<file path="src/rtl/auto_test_sequencer_pkg.sv">
// rtl/auto_test_sequencer_pkg.sv - shared state encoding, timing defaults and width helper
package auto_test_sequencer_pkg;

  localparam int CLK_HZ             = 100_000_000;
  // 10 ms of settling after every source switch
  localparam int DEF_SETTLE_CYCLES  = CLK_HZ / 100;
  // 0.5 s ceiling on a single MEASURE window
  localparam int DEF_TIMEOUT_CYCLES = CLK_HZ / 2;
  localparam int DEF_NUM_STEPS      = 4;
  localparam int DEF_SAMPLES        = 8;
  localparam int DEF_PASS_MIN       = 6;

  typedef enum logic [2:0] {
    ST_IDLE    = 3'd0,
    ST_SETTLE  = 3'd1,
    ST_MEASURE = 3'd2,
    ST_JUDGE   = 3'd3,
    ST_NEXT    = 3'd4,
    ST_DONE    = 3'd5
  } ats_state_e;

  // Bits needed to hold values 0..value-1; never less than one bit so that
  // degenerate limits (1) still produce a legal vector.
  function automatic int ats_clog2(input int value);
    int w;
    w = 1;
    while ((1 << w) < value) begin
      w++;
    end
    return w;
  endfunction

endpackage

</file>
<file path="src/rtl/auto_test_sequencer_sample_window_counter.sv">
// rtl/auto_test_sequencer_sample_window_counter.sv - counts valid verdict samples and passes in one window
module sample_window_counter
  import auto_test_sequencer_pkg::*;
#(
  parameter int  SAMPLES = DEF_SAMPLES,
  localparam int CW      = ats_clog2(SAMPLES + 1)
) (
  input  logic          clk,
  input  logic          rst_n,
  input  logic          clear,
  input  logic          valid_in,
  input  logic          pass_in,
  output logic [CW-1:0] sample_cnt,
  output logic [CW-1:0] pass_cnt,
  output logic          window_full
);

  localparam logic [CW-1:0] CNT_FULL = CW'(SAMPLES);
  localparam logic [CW-1:0] CNT_LAST = CW'(SAMPLES - 1);

  // Asserted in the cycle whose sample completes the window, so the caller
  // can leave its measuring state without waiting for the register update.
  assign window_full = valid_in && !clear && (sample_cnt == CNT_LAST);

  // Sample/pass accumulation; clear wins, and the window stops at SAMPLES.
  always_ff @(posedge clk or negedge rst_n) begin
    if (!rst_n) begin
      sample_cnt <= '0;
      pass_cnt   <= '0;
    end else if (clear) begin
      sample_cnt <= '0;
      pass_cnt   <= '0;
    end else if (valid_in && (sample_cnt != CNT_FULL)) begin
      sample_cnt <= sample_cnt + CW'(1);
      pass_cnt   <= pass_cnt + CW'(pass_in);
    end
  end

endmodule

</file>
<file path="src/rtl/auto_test_sequencer.sv">
// rtl/auto_test_sequencer.sv - steps the checker through each source and latches per-step verdicts
module auto_test_sequencer
  import auto_test_sequencer_pkg::*;
#(
  parameter int  NUM_STEPS      = DEF_NUM_STEPS,
  parameter int  SETTLE_CYCLES  = DEF_SETTLE_CYCLES,
  parameter int  SAMPLES        = DEF_SAMPLES,
  parameter int  PASS_MIN       = DEF_PASS_MIN,
  parameter int  TIMEOUT_CYCLES = DEF_TIMEOUT_CYCLES,
  localparam int SEL_W          = ats_clog2(NUM_STEPS)
) (
  input  logic                 clk,
  input  logic                 rst_n,
  input  logic                 start,
  input  logic                 abort,
  input  logic                 valid_in,
  input  logic                 pass_in,
  output logic [SEL_W-1:0]     src_sel,
  output logic                 check_en,
  output logic                 busy,
  output logic                 done,
  output logic [NUM_STEPS-1:0] step_pass,
  output logic                 overall_pass,
  output logic                 timeout_flag
);

  localparam int CNT_W = ats_clog2(SAMPLES + 1);
  localparam int SET_W = ats_clog2(SETTLE_CYCLES);
  localparam int TMO_W = ats_clog2(TIMEOUT_CYCLES);

  localparam logic [SEL_W-1:0] LAST_STEP   = SEL_W'(NUM_STEPS - 1);
  localparam logic [SET_W-1:0] SETTLE_LAST = SET_W'(SETTLE_CYCLES - 1);
  localparam logic [TMO_W-1:0] TMO_LAST    = TMO_W'(TIMEOUT_CYCLES - 1);
  localparam logic [CNT_W-1:0] PASS_MIN_C  = CNT_W'(PASS_MIN);
  localparam logic [CNT_W-1:0] SAMPLES_C   = CNT_W'(SAMPLES);

  ats_state_e       state;
  ats_state_e       state_n;
  logic [SEL_W-1:0] step;
  logic [SET_W-1:0] settle_cnt;
  logic [TMO_W-1:0] tmo_cnt;
  logic [CNT_W-1:0] sample_cnt;
  logic [CNT_W-1:0] pass_cnt;
  logic             window_full;
  logic             meas_valid;
  logic             win_clear;
  logic             start_hit;
  logic             abort_hit;
  logic             timeout_hit;

  // Abort outranks everything, including a start seen while idle.
  assign start_hit   = (state == ST_IDLE) && start && !abort;
  assign abort_hit   = (state != ST_IDLE) && abort;
  assign meas_valid  = (state == ST_MEASURE) && valid_in;
  assign win_clear   = (state != ST_MEASURE);
  // A sample completing the window in the last allowed cycle beats the timeout.
  assign timeout_hit = (state == ST_MEASURE) && (tmo_cnt == TMO_LAST) && !window_full;

  sample_window_counter #(
    .SAMPLES (SAMPLES)
  ) u_window (
    .clk         (clk),
    .rst_n       (rst_n),
    .clear       (win_clear),
    .valid_in    (meas_valid),
    .pass_in     (pass_in),
    .sample_cnt  (sample_cnt),
    .pass_cnt    (pass_cnt),
    .window_full (window_full)
  );

  // State register.
  always_ff @(posedge clk or negedge rst_n) begin
    if (!rst_n) begin
      state <= ST_IDLE;
    end else begin
      state <= state_n;
    end
  end

  // Next-state decode and the state-derived control outputs.
  always_comb begin
    state_n  = state;
    check_en = 1'b0;
    busy     = 1'b0;
    done     = 1'b0;
    src_sel  = step;
    case (state)
      ST_IDLE: begin
        if (start_hit) begin
          state_n = ST_SETTLE;
        end
      end
      ST_SETTLE: begin
        busy = 1'b1;
        if (settle_cnt == SETTLE_LAST) begin
          state_n = ST_MEASURE;
        end
      end
      ST_MEASURE: begin
        busy     = 1'b1;
        check_en = 1'b1;
        if (window_full || (tmo_cnt == TMO_LAST)) begin
          state_n = ST_JUDGE;
        end
      end
      ST_JUDGE: begin
        busy    = 1'b1;
        state_n = ST_NEXT;
      end
      ST_NEXT: begin
        busy = 1'b1;
        if (step == LAST_STEP) begin
          state_n = ST_DONE;
        end else begin
          state_n = ST_SETTLE;
          // Switch the mux one cycle early so settling starts with the new source.
          src_sel = step + SEL_W'(1);
        end
      end
      ST_DONE: begin
        done    = 1'b1;
        state_n = ST_IDLE;
      end
      default: begin
        state_n = ST_IDLE;
      end
    endcase
    if (abort_hit) begin
      state_n = ST_IDLE;
    end
  end

  // Settle and timeout counters: run only while staying in their state, saturate, clear otherwise.
  always_ff @(posedge clk or negedge rst_n) begin
    if (!rst_n) begin
      settle_cnt <= '0;
      tmo_cnt    <= '0;
    end else begin
      if ((state == ST_SETTLE) && (state_n == ST_SETTLE)) begin
        if (settle_cnt != SETTLE_LAST) begin
          settle_cnt <= settle_cnt + SET_W'(1);
        end
      end else begin
        settle_cnt <= '0;
      end
      if ((state == ST_MEASURE) && (state_n == ST_MEASURE)) begin
        if (tmo_cnt != TMO_LAST) begin
          tmo_cnt <= tmo_cnt + TMO_W'(1);
        end
      end else begin
        tmo_cnt <= '0;
      end
    end
  end

  // Step index and result registers; a step that ended without a full window is a forced fail.
  always_ff @(posedge clk or negedge rst_n) begin
    if (!rst_n) begin
      step         <= '0;
      step_pass    <= '0;
      overall_pass <= 1'b0;
      timeout_flag <= 1'b0;
    end else if (start_hit) begin
      step         <= '0;
      step_pass    <= '0;
      overall_pass <= 1'b0;
      timeout_flag <= 1'b0;
    end else if (abort_hit) begin
      overall_pass <= 1'b0;
    end else begin
      case (state)
        ST_MEASURE: begin
          if (timeout_hit) begin
            timeout_flag <= 1'b1;
          end
        end
        ST_JUDGE: begin
          step_pass[step] <= (pass_cnt >= PASS_MIN_C) && (sample_cnt == SAMPLES_C);
        end
        ST_NEXT: begin
          if (step == LAST_STEP) begin
            overall_pass <= &step_pass;
          end else begin
            step <= step + SEL_W'(1);
          end
        end
        default: begin
        end
      endcase
    end
  end

endmodule
</file>
<file path="config.mk">
export PLATFORM = sky130hd
export DESIGN_NAME = auto_test_sequencer
export DESIGN_NICKNAME = d
export VERILOG_FILES = /design/src/rtl/auto_test_sequencer_pkg.sv /design/src/rtl/auto_test_sequencer_sample_window_counter.sv /design/src/rtl/auto_test_sequencer.sv
export SDC_FILE = /design/constraint.sdc
export NUM_CORES = 1
export LEC_CHECK = 0
export ABC_AREA = 1
export BUFFER_PORTS_ARGS = -buffer_cell sky130_fd_sc_hd__buf_2
export CAP_MARGIN = 20
export CORE_MARGIN = 1.5
export CORE_UTILIZATION = 45
export CTS_CLUSTER_DIAMETER = 120
export DETAILED_ROUTE_END_ITERATION = 10
export MAX_ROUTING_LAYER = met4
export PLACE_DENSITY = 0.69
export SLEW_MARGIN = 15
export SYNTH_ARGS = -nofsm -noshare
export SYNTH_HDL_FRONTEND = slang
export SYNTH_SLANG_ARGS = --single-unit
</file>
<file path="constraint.sdc">
create_clock -name clk -period 2.2 [get_ports clk]
set_input_delay 0.66 -clock clk [delete_from_list [all_inputs] [get_ports clk]]
set_output_delay 0.66 -clock clk [all_outputs]
set_load 0.01 [all_outputs]
</file>
==> impl_metrics.csv, run 1 <==
group,metric,value,unit
outcome,status,"finished clean",
worst_hold_path,hp-class,"in -> async",
floorplan,coreArea,7850,um2
floorplan,start_util,47.3,%
cts,cts_buffers,9,
worst_setup_path,rr_startpoint,"tmo_cnt[0]$_DFFE_PN0P_",
sta,min_period_over_period,95.0,%
sta,fin_skew,0.00972,ns
pwr,combPwrFrac,11.3,%
worst_setup_path,crit_start,"state[1]$_DFF_PN0_",
worst_setup_path,end_kind,"primary output",
yosys,ys_seq_area_share,43.9,%
placed_design,place_area,3910,um2
yosys,synthCells,494,
finish,drive_gt1_share,12.8,%
sta,fin_crit,2.09,ns
floorplan,die_h,93.8,um
pwr,ir_drop,0.545,mV
worst_setup_path,crit_arrival,1.43,ns
floorplan,die-area,8790,um2
finish,final_area,4140,um2
cts,clk_path_buf_depth,2,
pwr,sw_frac_of_total,27.2,%
pwr,p_sw,0.734,mW
finish,layout.nets,531,
sta,fmax,478,MHz
worst_setup_path,path_class,"reg -> out",
cts,htreeDepth,3,
pwr,p_leak,1.77,nW
yosys,ys.flop_type,"dfrtp_1",
drt,via_count,3201,
placed_design,preCtsSetupSlack,0.140,ns
finish,n_antenna_cell,0,
placed_design,dp_cells,610,
worst_setup_path,r2r_slack,0.22,ns
sta,layout_setup_ws,0.110,ns
worst_setup_path,critPathMaxFanout,5,
floorplan,die_width,93.8,um
floorplan,io_pins,17,
cts,insertion_delay,0.34,ns
yosys,synth_cell_types,29,
placed_design,place.gp.congestion,0.899,
yosys,ys_ff_latch,65,
yosys,synth_nets,506,
drt,wl_per_cell,12.3,um
sta,setup_viol,0,
finish,instances_no_fill,626,
sta,slew_headroom,55.9,%
global_route,gr-total-overflow,0,
yosys,synth_edf_count,0,
cts,tritoncts,"yes",
cts,clk_transition_reported_paths,0.07,ns
drt,drt_iter0_markers,178,
drt,routed_wl,7.69,mm
yosys,yosys_warnings,0,
cts,holdBufCountCts,0,
pwr,p_seq_share,47.1,%
finish,most-common-layout-cells,"111 x nand2_1, 84 x nor2_1, 65 x dfrtp_1, 63 x inv_1, 35 x nand3_1",
drt,ant_nets,0,
cts,cts_root_buffer,"clkbuf_8",
global_route,antenna_found_initial,0,
floorplan,rows,32,
worst_setup_path,worstSetupStartpointType,"register",
finish,fin_util,52.7,%
flow_run,cap_violations,0,
worst_setup_path,crit_required,1.54,ns
sta,finalHoldViolations,0,
finish,syn_to_final_growth,11.5,%
global_route,grt_max_degree,49,
pwr,internal_power,1.96,mW
finish,final_common_cell,"nand2_1",
global_route,grt_pass1_vias,3168,
sta,tightest_slew,0.656,ns
drt,first_pass_iters,4,
yosys,synth_area_per_cell,7.51,um2
yosys,syn-cell-area,3710,um2
yosys,synthArstFlopShare,100,%
sta,fin_worst_hold_slack,0.257,ns
sta,maxSlewViolCount,0,
global_route,grt_usage,20.8,%
drt,avgViaCountPerCell,5.11,
placed_design,portBuffers,16,
pwr,clkPwrFrac,41.6,%
cts,clock-sinks,65,
global_route,grt_pass1_wl,13.9,mm
pwr,p_per_area,651,nW/um2
drt,drc,0,
placed_design,hpwl,5.59,mm
-- critical path, cell delays in order, from the launching register on --
cell and delay [ns]:
dfrtp_1 0.41, inv_1 0.11, nand2_2 0.08, inv_1 0.07, nand2_2 0.08, a21oi_1 0.15
inv_1 0.06, buf_2 0.13
-- through the flow --
step,power [mW],setup TNS (ns)
4_1_cts,2.72,0
3_3_place_gp,1.59,0
2_1_floorplan,1.48,0
5_1_grt,2.83,-0.00389
6_report,2.69,0
3_5_place_dp,1.59,0
-- power groups by stage --
stage | logic (mW) | clock network (mW) | registers [mW]
6_report | 0.305 | 1.12 | 1.27
5_1_grt | 0.361 | 1.20 | 1.27
4_1_cts | 0.305 | 1.15 | 1.26
3_5_place_dp | 0.305 | 0 | 1.29
3_3_place_gp | 0.298 | 0 | 1.29
2_1_floorplan | 0.199 | 0 | 1.28
-- kinds of logic after synthesis --
logic type               after synthesis  synth area share (%)
AND/OR/NAND/NOR                      295                  35.8
buffers and inverters                 71                  7.69
flip-flops                            65                  43.9
AO/OA/AOI/OAI                         30                  4.25
XOR/XNOR                              27                  6.38
adder cells (fa/ha/maj)                6                  2.02
-- repair_timing --
| item | in CTS | in global routing |
|---|---|---|
| setup buffers | 0 | 0 |
| endpoints found under the setup margin | 1 | 2 |
| resized for setup | 1 | 3 |
| gates cloned | 0 | 0 |
-- area by class of cell --
| type | count | area, um2 |
|---|---|---|
| fillers | 771 | 3710 |
| multi-input cells | 358 | 1800 |
| flip-flops and latches | 65 | 1630 |
| inverters | 67 | 253 |
| well taps | 102 | 128 |
| clock buffers | 9 | 124 |
| repair buffers | 18 | 108 |
| clock inverters | 7 | 95.1 |
-- Yosys cell counts, types with 2 or more instances --
cell type    n  area share (%)
nand4_1      9             1.5
o21ai_0     10             1.3
buf_2        2            0.27
inv_1       64             6.5
xnor2_1      8             1.9
buf_6        2            0.61
dfrtp_1     65              44
nor2_1      84             8.5
nor2_2      19             3.2
ha_1         6             2.0
nor3b_1      2            0.40
nand3b_1     2            0.40
a21oi_1     16             2.2
inv_2        2            0.20
nand3_1     35             4.7
nor3_1      20             2.7
o22ai_1      2            0.34
nand2_2      2            0.34
nor2_4       4             1.2
xor2_1      19             4.5
nand2_1    113              11
-- routing by layer --
metal | up-vias | routed length, um | track usage [%]
met5 | - | 0 | -
li1 | 1605 | - | -
met3 | 10 | 380 | 5.02
met2 | 84 | 3570 | 32.6
met4 | 0 | 89 | 5.97
met1 | 1502 | 3640 | 26.8
-- state kept, by name, summed over array words and instances (netlist names) --
register             flops
u_window.pass_cnt        4
settle_cnt              20
timeout_flag             1
state                    3
u_window.sample_cnt      4
step_pass                4
step                     2
tmo_cnt                 26
overall_pass             1
-- final timing paths --
| check | end | depth (start not counted) |
|---|---|---|
| worst max-delay path | src_sel[0] | 7 |
| worst min-delay path | settle_cnt[18]$_DFFE_PN0P_ | 1 |
| worst max register to register | tmo_cnt[5]$_DFFE_PN0P_ | 8 |
| worst min register to register | settle_cnt[0]$_DFFE_PN0P_ | 1 |
| max in group asynchronous | step_pass[0]$_DFFE_PN0P_ | 2 |
| min in group clk | settle_cnt[0]$_DFFE_PN0P_ | 1 |
No activity file was read; power rests on OpenSTA's default activity.
==> run 2: changes to the inputs <==
- SETUP_SLACK_MARGIN: default -> 0.15
==> run 2 against run 1 <==
Against the previous run: clock skew decreased by 0.0014 ns; fmax increased by 3.2%; clock power about the same; sequential power about the same; cell area increased by 4.1%; core utilization increased by 2.1 points; hold slack got worse by 0.0032 ns; sequential share of layout area decreased by 1.5 points; routed wire length increased by 11%.
==> impl_metrics.csv, run 2 (same netlist as run 1, synthesis figures left out) <==
group,metric,value,unit
pwr,ir_drop,0.567,mV
worst_hold_path,hp-class,"in -> async",
global_route,grt_pass1_wl,14.1,mm
finish,instances_no_fill,637,
cts,cts_buffers,9,
sta,fmax,494,MHz
sta,grt_setup_unrepaired,"true",
cts,clk_path_buf_depth,2,
sta,fin_crit,2.02,ns
finish,top_register,"tmo_cnt",
floorplan,die_h,93.8,um
cts,htreeDepth,3,
worst_setup_path,critPathMaxStageDelay,0.41,ns
drt,routed_wl,8.52,mm
pwr,p_leak,1.83,nW
finish,final_common_cell,"nand2_1",
sta,setup_viol,0,
floorplan,coreArea,7850,um2
sta,maxSlewViolCount,0,
placed_design,dp_cells,610,
finish,n_fill_cell,740,
drt,via_count,3319,
drt,drc,0,
global_route,gr-total-overflow,0,
finish,syn_to_final_growth,16.0,%
worst_setup_path,r2r_slack,0.25,ns
worst_setup_path,crit_arrival,1.36,ns
worst_setup_path,path_class,"reg -> out",
sta,slew_headroom,51.3,%
drt,ant_nets,0,
placed_design,preCtsSetupSlack,0.140,ns
floorplan,die_width,93.8,um
finish,layout.nets,542,
floorplan,die-area,8790,um2
sta,setup-tns-final,0,ns
drt,wl_per_cell,13.4,um
floorplan,start_util,47.3,%
sta,finalHoldViolations,0,
placed_design,portBuffers,16,
cts,clk_transition_reported_paths,0.07,ns
cts,clock-sinks,65,
sta,layout_setup_ws,0.175,ns
placed_design,place.gp.congestion,0.899,
cts,tritoncts,"yes",
flow_run,cap_violations,0,
worst_setup_path,crit_required,1.54,ns
finish,largest_register_ffs,26,
finish,most-common-layout-cells,"111 x nand2_1, 81 x nor2_1, 64 x dfrtp_1, 61 x inv_1, 34 x nand3_1",
sta,fin_worst_hold_slack,0.254,ns
worst_setup_path,rr_startpoint,"u_window.sample_cnt[0]$_DFFE_PN0P_",
finish,multi_input_area,1890,um2
drt,avgViaCountPerCell,5.21,
cts,cts_root_buffer,"clkbuf_8",
cts,holdBufCountCts,0,
floorplan,io_pins,17,
worst_setup_path,end_kind,"primary output",
global_route,grt_usage,21.0,%
worst_setup_path,worstSetupStartpointType,"register",
worst_setup_path,worstPathCellList,"inv_2, nand2_4, inv_2, nand2_4, nor2_4, a21oi_2, inv_1, buf_2",
pwr,p_per_area,650,nW/um2
drt,first_pass_iters,4,
drt,drt_iter0_markers,240,
global_route,grt_max_degree,49,
worst_setup_path,slowest_stage,"dfrtp_1",
sta,fin_skew,0.00831,ns
worst_setup_path,worstReg2RegEnd,"tmo_cnt[4]$_DFFE_PN0P_",
floorplan,rows,32,
sta,tightest_slew,0.727,ns
sta,min_period_over_period,92.0,%
worst_setup_path,critPathMaxFanout,5,
outcome,status,"finished clean",
worst_setup_path,ff2ff_path_depth,6,
finish,register_area,1630,um2
finish,top_regs,"tmo_cnt: 26 flops, settle_cnt: 20 flops",
finish,drive_gt1_share,16.3,%
placed_design,hpwl,5.59,mm
finish,n_antenna_cell,0,
global_route,grt_pass1_vias,3228,
global_route,antenna_found_initial,0,
cts,insertion_delay,0.35,ns
[run 2: layout make-up]
class / instances / area share, %
clock buffer: 9 / 2.88
clock inverter: 7 / 2.21
inverter: 67 / 5.90
multi-input combinational: 360 / 43.8
sequential: 65 / 37.8
tap: 102 / 2.97
timing repair buffer: 27 / 4.36
[run 2: where the power goes]
group          total (mW)  switching (mW)  internal (mW)
registers            1.26          0.0297           1.23
clock network        1.12           0.485          0.637
logic               0.413           0.275          0.138
[run 2: layer usage]
metal	wire (um)	track usage (%)	vias to the layer above
met1	3870	26.7	1561
met4	176	7.21	0
li1	-	-	1634
met2	3990	32.9	98
met3	478	5.02	26
met5	0	-	-
[run 2: timing repair]
action                                  4_1_cts  5_1_grt
pin swaps                                     2        4
cloned                                        0        2
setup buffers                                 4        5
endpoints found under the setup margin        3       29
resized for setup                            10       10
[run 2: critical path, delay by kind of cell (launching register included)]
kind | cells | cell delay (ns)
AO/OA/AOI/OAI | 1 | 0.03
buffers and inverters | 4 | 0.34
flip-flops | 1 | 0.41
AND/OR/NAND/NOR | 3 | 0.23
[run 2: worst max path at each step]
stage / startpoint / end / slack [ns] / depth (start not counted)
after global routing: state[0]$_DFF_PN0_ / src_sel[0] / 0.08 / 8
after CTS: state[1]$_DFF_PN0_ / src_sel[0] / 0.15 / 8
final: state[1]$_DFF_PN0_ / src_sel[0] / 0.18 / 8
after detailed placement: abort / tmo_cnt[4]$_DFFE_PN0P_ / 0.14 / 7
after global placement: abort / tmo_cnt[5]$_DFFE_PN0P_ / 0.23 / 7
after floorplan: state[0]$_DFF_PN0_ / src_sel[1] / 0.52 / 5
[run 2: stage by stage]
| step | util [%] | instance area (um2) | total power, mW |
|---|---|---|---|
| 6_report | 54.8 | 4300 | 2.80 |
| 5_1_grt | 54.8 | 4300 | 2.93 |
| 4_1_cts | 53.2 | 4180 | 2.77 |
| 3_5_place_dp | 49.8 | 3910 | 1.59 |
| 3_3_place_gp | 49.8 | 3910 | 1.59 |
| 2_1_floorplan | - | 3710 | 1.48 |
==> run 3: changes to the inputs <==
- CELL_PAD_IN_SITES_DETAIL_PLACEMENT: default -> 0
- CELL_PAD_IN_SITES_GLOBAL_PLACEMENT: default -> 1
- PLACE_DENSITY: 0.69 -> 0.87
==> run 3 against run 2 <==
Against the previous run: sequential cell count is the same; via count shrank 4.0%; count of clock-buffer cells in the layout grew 3; cell count grew 0.16%; routed wire length shrank 6.0%; clock power shrank 21%; non-clock buffer count grew 2; first-iteration DRC count shrank 39%; sequential power is essentially flat; clock skew grew 0.0057 ns.
==> impl_metrics.csv, run 3 (same netlist as run 1, synthesis figures left out) <==
group,metric,value,unit
drt,via_count,3186,
drt,drc,0,
cts,clk_path_buf_depth,2,
cts,cts_buffers,9,
finish,top_register,"tmo_cnt",
cts,cts_root_buffer,"clkbuf_8",
pwr,p_leak,1.81,nW
global_route,grt_usage,20.0,%
worst_setup_path,crit_arrival,1.36,ns
finish,syn_to_final_growth,14.8,%
pwr,p_per_area,598,nW/um2
drt,first_pass_iters,4,
cts,htreeDepth,3,
worst_setup_path,crit_family,"flip-flops",
sta,min_period_over_period,91.6,%
placed_design,hpwl,5.57,mm
cts,insertion_delay,0.34,ns
sta,fin_crit,2.02,ns
floorplan,rows,32,
finish,drive_gt1_share,16.0,%
drt,dr_wl_met2,3.65,mm
worst_setup_path,critPathMaxStageDelay,0.46,ns
placed_design,portBuffers,16,
finish,n_fill_cell,780,
finish,top_regs,"tmo_cnt: 26 flops, settle_cnt: 20 flops",
global_route,antenna_found_initial,0,
outcome,status,"finished clean",
sta,fin_worst_hold_slack,0.315,ns
sta,grt_setup_unrepaired,"true",
cts,clk_transition_reported_paths,0.08,ns
worst_setup_path,worstSetupStartpointType,"register",
worst_setup_path,path_class,"reg -> out",
floorplan,die_h,93.8,um
cts,clock-sinks,65,
sta,finalHoldViolations,0,
worst_setup_path,end_kind,"primary output",
worst_setup_path,crit_required,1.54,ns
sta,setup_viol,0,
drt,routedLengthMet1,3.92,mm
worst_setup_path,critPathMaxFanout,10,
placed_design,place.gp.congestion,0.917,
finish,largest_register_ffs,26,
global_route,grt_pass1_wl,13.5,mm
worst_setup_path,critPathBufInv,2,
flow_run,cap_violations,0,
worst_setup_path,rr_startpoint,"u_window.sample_cnt[0]$_DFFE_PN0P_",
floorplan,die_width,93.8,um
global_route,grt_pass1_vias,3016,
finish,most-common-layout-cells,"111 x nand2_1, 81 x nor2_1, 63 x dfrtp_1, 61 x inv_1, 34 x nand3_1",
drt,wl_per_cell,12.6,um
floorplan,die-area,8790,um2
sta,setup-tns-final,0,ns
cts,holdBufCountCts,0,
worst_setup_path,crit_start,"state[2]$_DFF_PN0_",
worst_setup_path,worstPathCellList,"nor2_2, nand2_1, inv_4, buf_2",
sta,fin_skew,0.0140,ns
drt,dr.max_layer_used,"met4",
floorplan,coreArea,7850,um2
sta,tightest_slew,0.699,ns
sta,fmax,496,MHz
drt,drt_iter0_markers,147,
floorplan,io_pins,17,
finish,final_common_cell,"nand2_1",
finish,n_antenna_cell,0,
finish,layout.nets,544,
global_route,gr-total-overflow,0,
sta,slew_headroom,53.2,%
worst_setup_path,slowest_stage,"dfrtp_2",
drt,routed_wl,8.01,mm
worst_hold_path,hp-class,"in -> async",
pwr,ir_drop,0.365,mV
global_route,grt_max_degree,66,
sta,maxSlewViolCount,0,
drt,met3_length,311,um
drt,avgViaCountPerCell,4.99,
cts,tritoncts,"yes",
floorplan,start_util,47.3,%
drt,ant_nets,0,
[run 3: changes by cell type in the layout (fill, tap and decap cells not counted), sizes merged]
| cell | change |
|---|---|
| clkbuf | +3 |
| bufinv | -2 |
| clkinv | -2 |
| buf | +2 |
[run 3: where the power goes]
part / switching (mW) / leakage, nW / internal (mW)
sequential: 0.0335 / 0.902 / 1.23
clock: 0.458 / 0.0822 / 0.431
combinational: 0.261 / 0.824 / 0.130
total: 0.752 / 1.81 / 1.80
[run 3: cell type report]
cell class | count | area, um2 | area share [%]
Clock buffer | 12 | 145 | 3.41
Sequential cell | 65 | 1630 | 38.2
Clock inverter | 3 | 17.5 | 0.411
Timing Repair Buffer | 29 | 203 | 4.76
Tap cell | 102 | 128 | 3.00
Multi-Input combinational cell | 360 | 1880 | 44.2
Inverter | 67 | 254 | 5.96
[run 3: path summary, 6_finish.rpt]
path	to	slack, ns	cells after the start
max	check_en	0.18	4
min	settle_cnt[19]$_DFFE_PN0P_	0.31	2
max reg2reg	tmo_cnt[19]$_DFFE_PN0P_	0.32	6
min reg2reg	settle_cnt[0]$_DFFE_PN0P_	0.47	1
max in group asynchronous	step[0]$_DFFE_PN0N_	1.55	2
min in group clk	settle_cnt[0]$_DFFE_PN0P_	0.47	1
[run 3: metal layers]
layer | vias to the layer above | global-route usage (%)
met2 | 51 | 29.9
met4 | 0 | 8.21
met5 | - | -
li1 | 1640 | -
met1 | 1481 | 26.9
met3 | 14 | 3.64
[run 3: metrics by stage]
step	instance area [um2]	instances	power, mW	util [%]	setup WS, ns
CTS	4110	629	2.51	52.4	0.150
detailed placement	3920	611	1.60	49.9	0.121
finish	4260	638	2.55	54.3	0.184
global route	4260	638	2.67	54.3	0.103
floorplan	3710	494	1.48	-	0.520
global placement	3920	611	1.59	49.9	0.196
[run 3: repair_timing]
action,4_1_cts,5_1_grt
buffers inserted,3,7
gates resized for setup,5,15
endpoints found under the setup margin,2,29
hold endpoints to repair,0,0
pin swaps,0,4
gates cloned,0,2
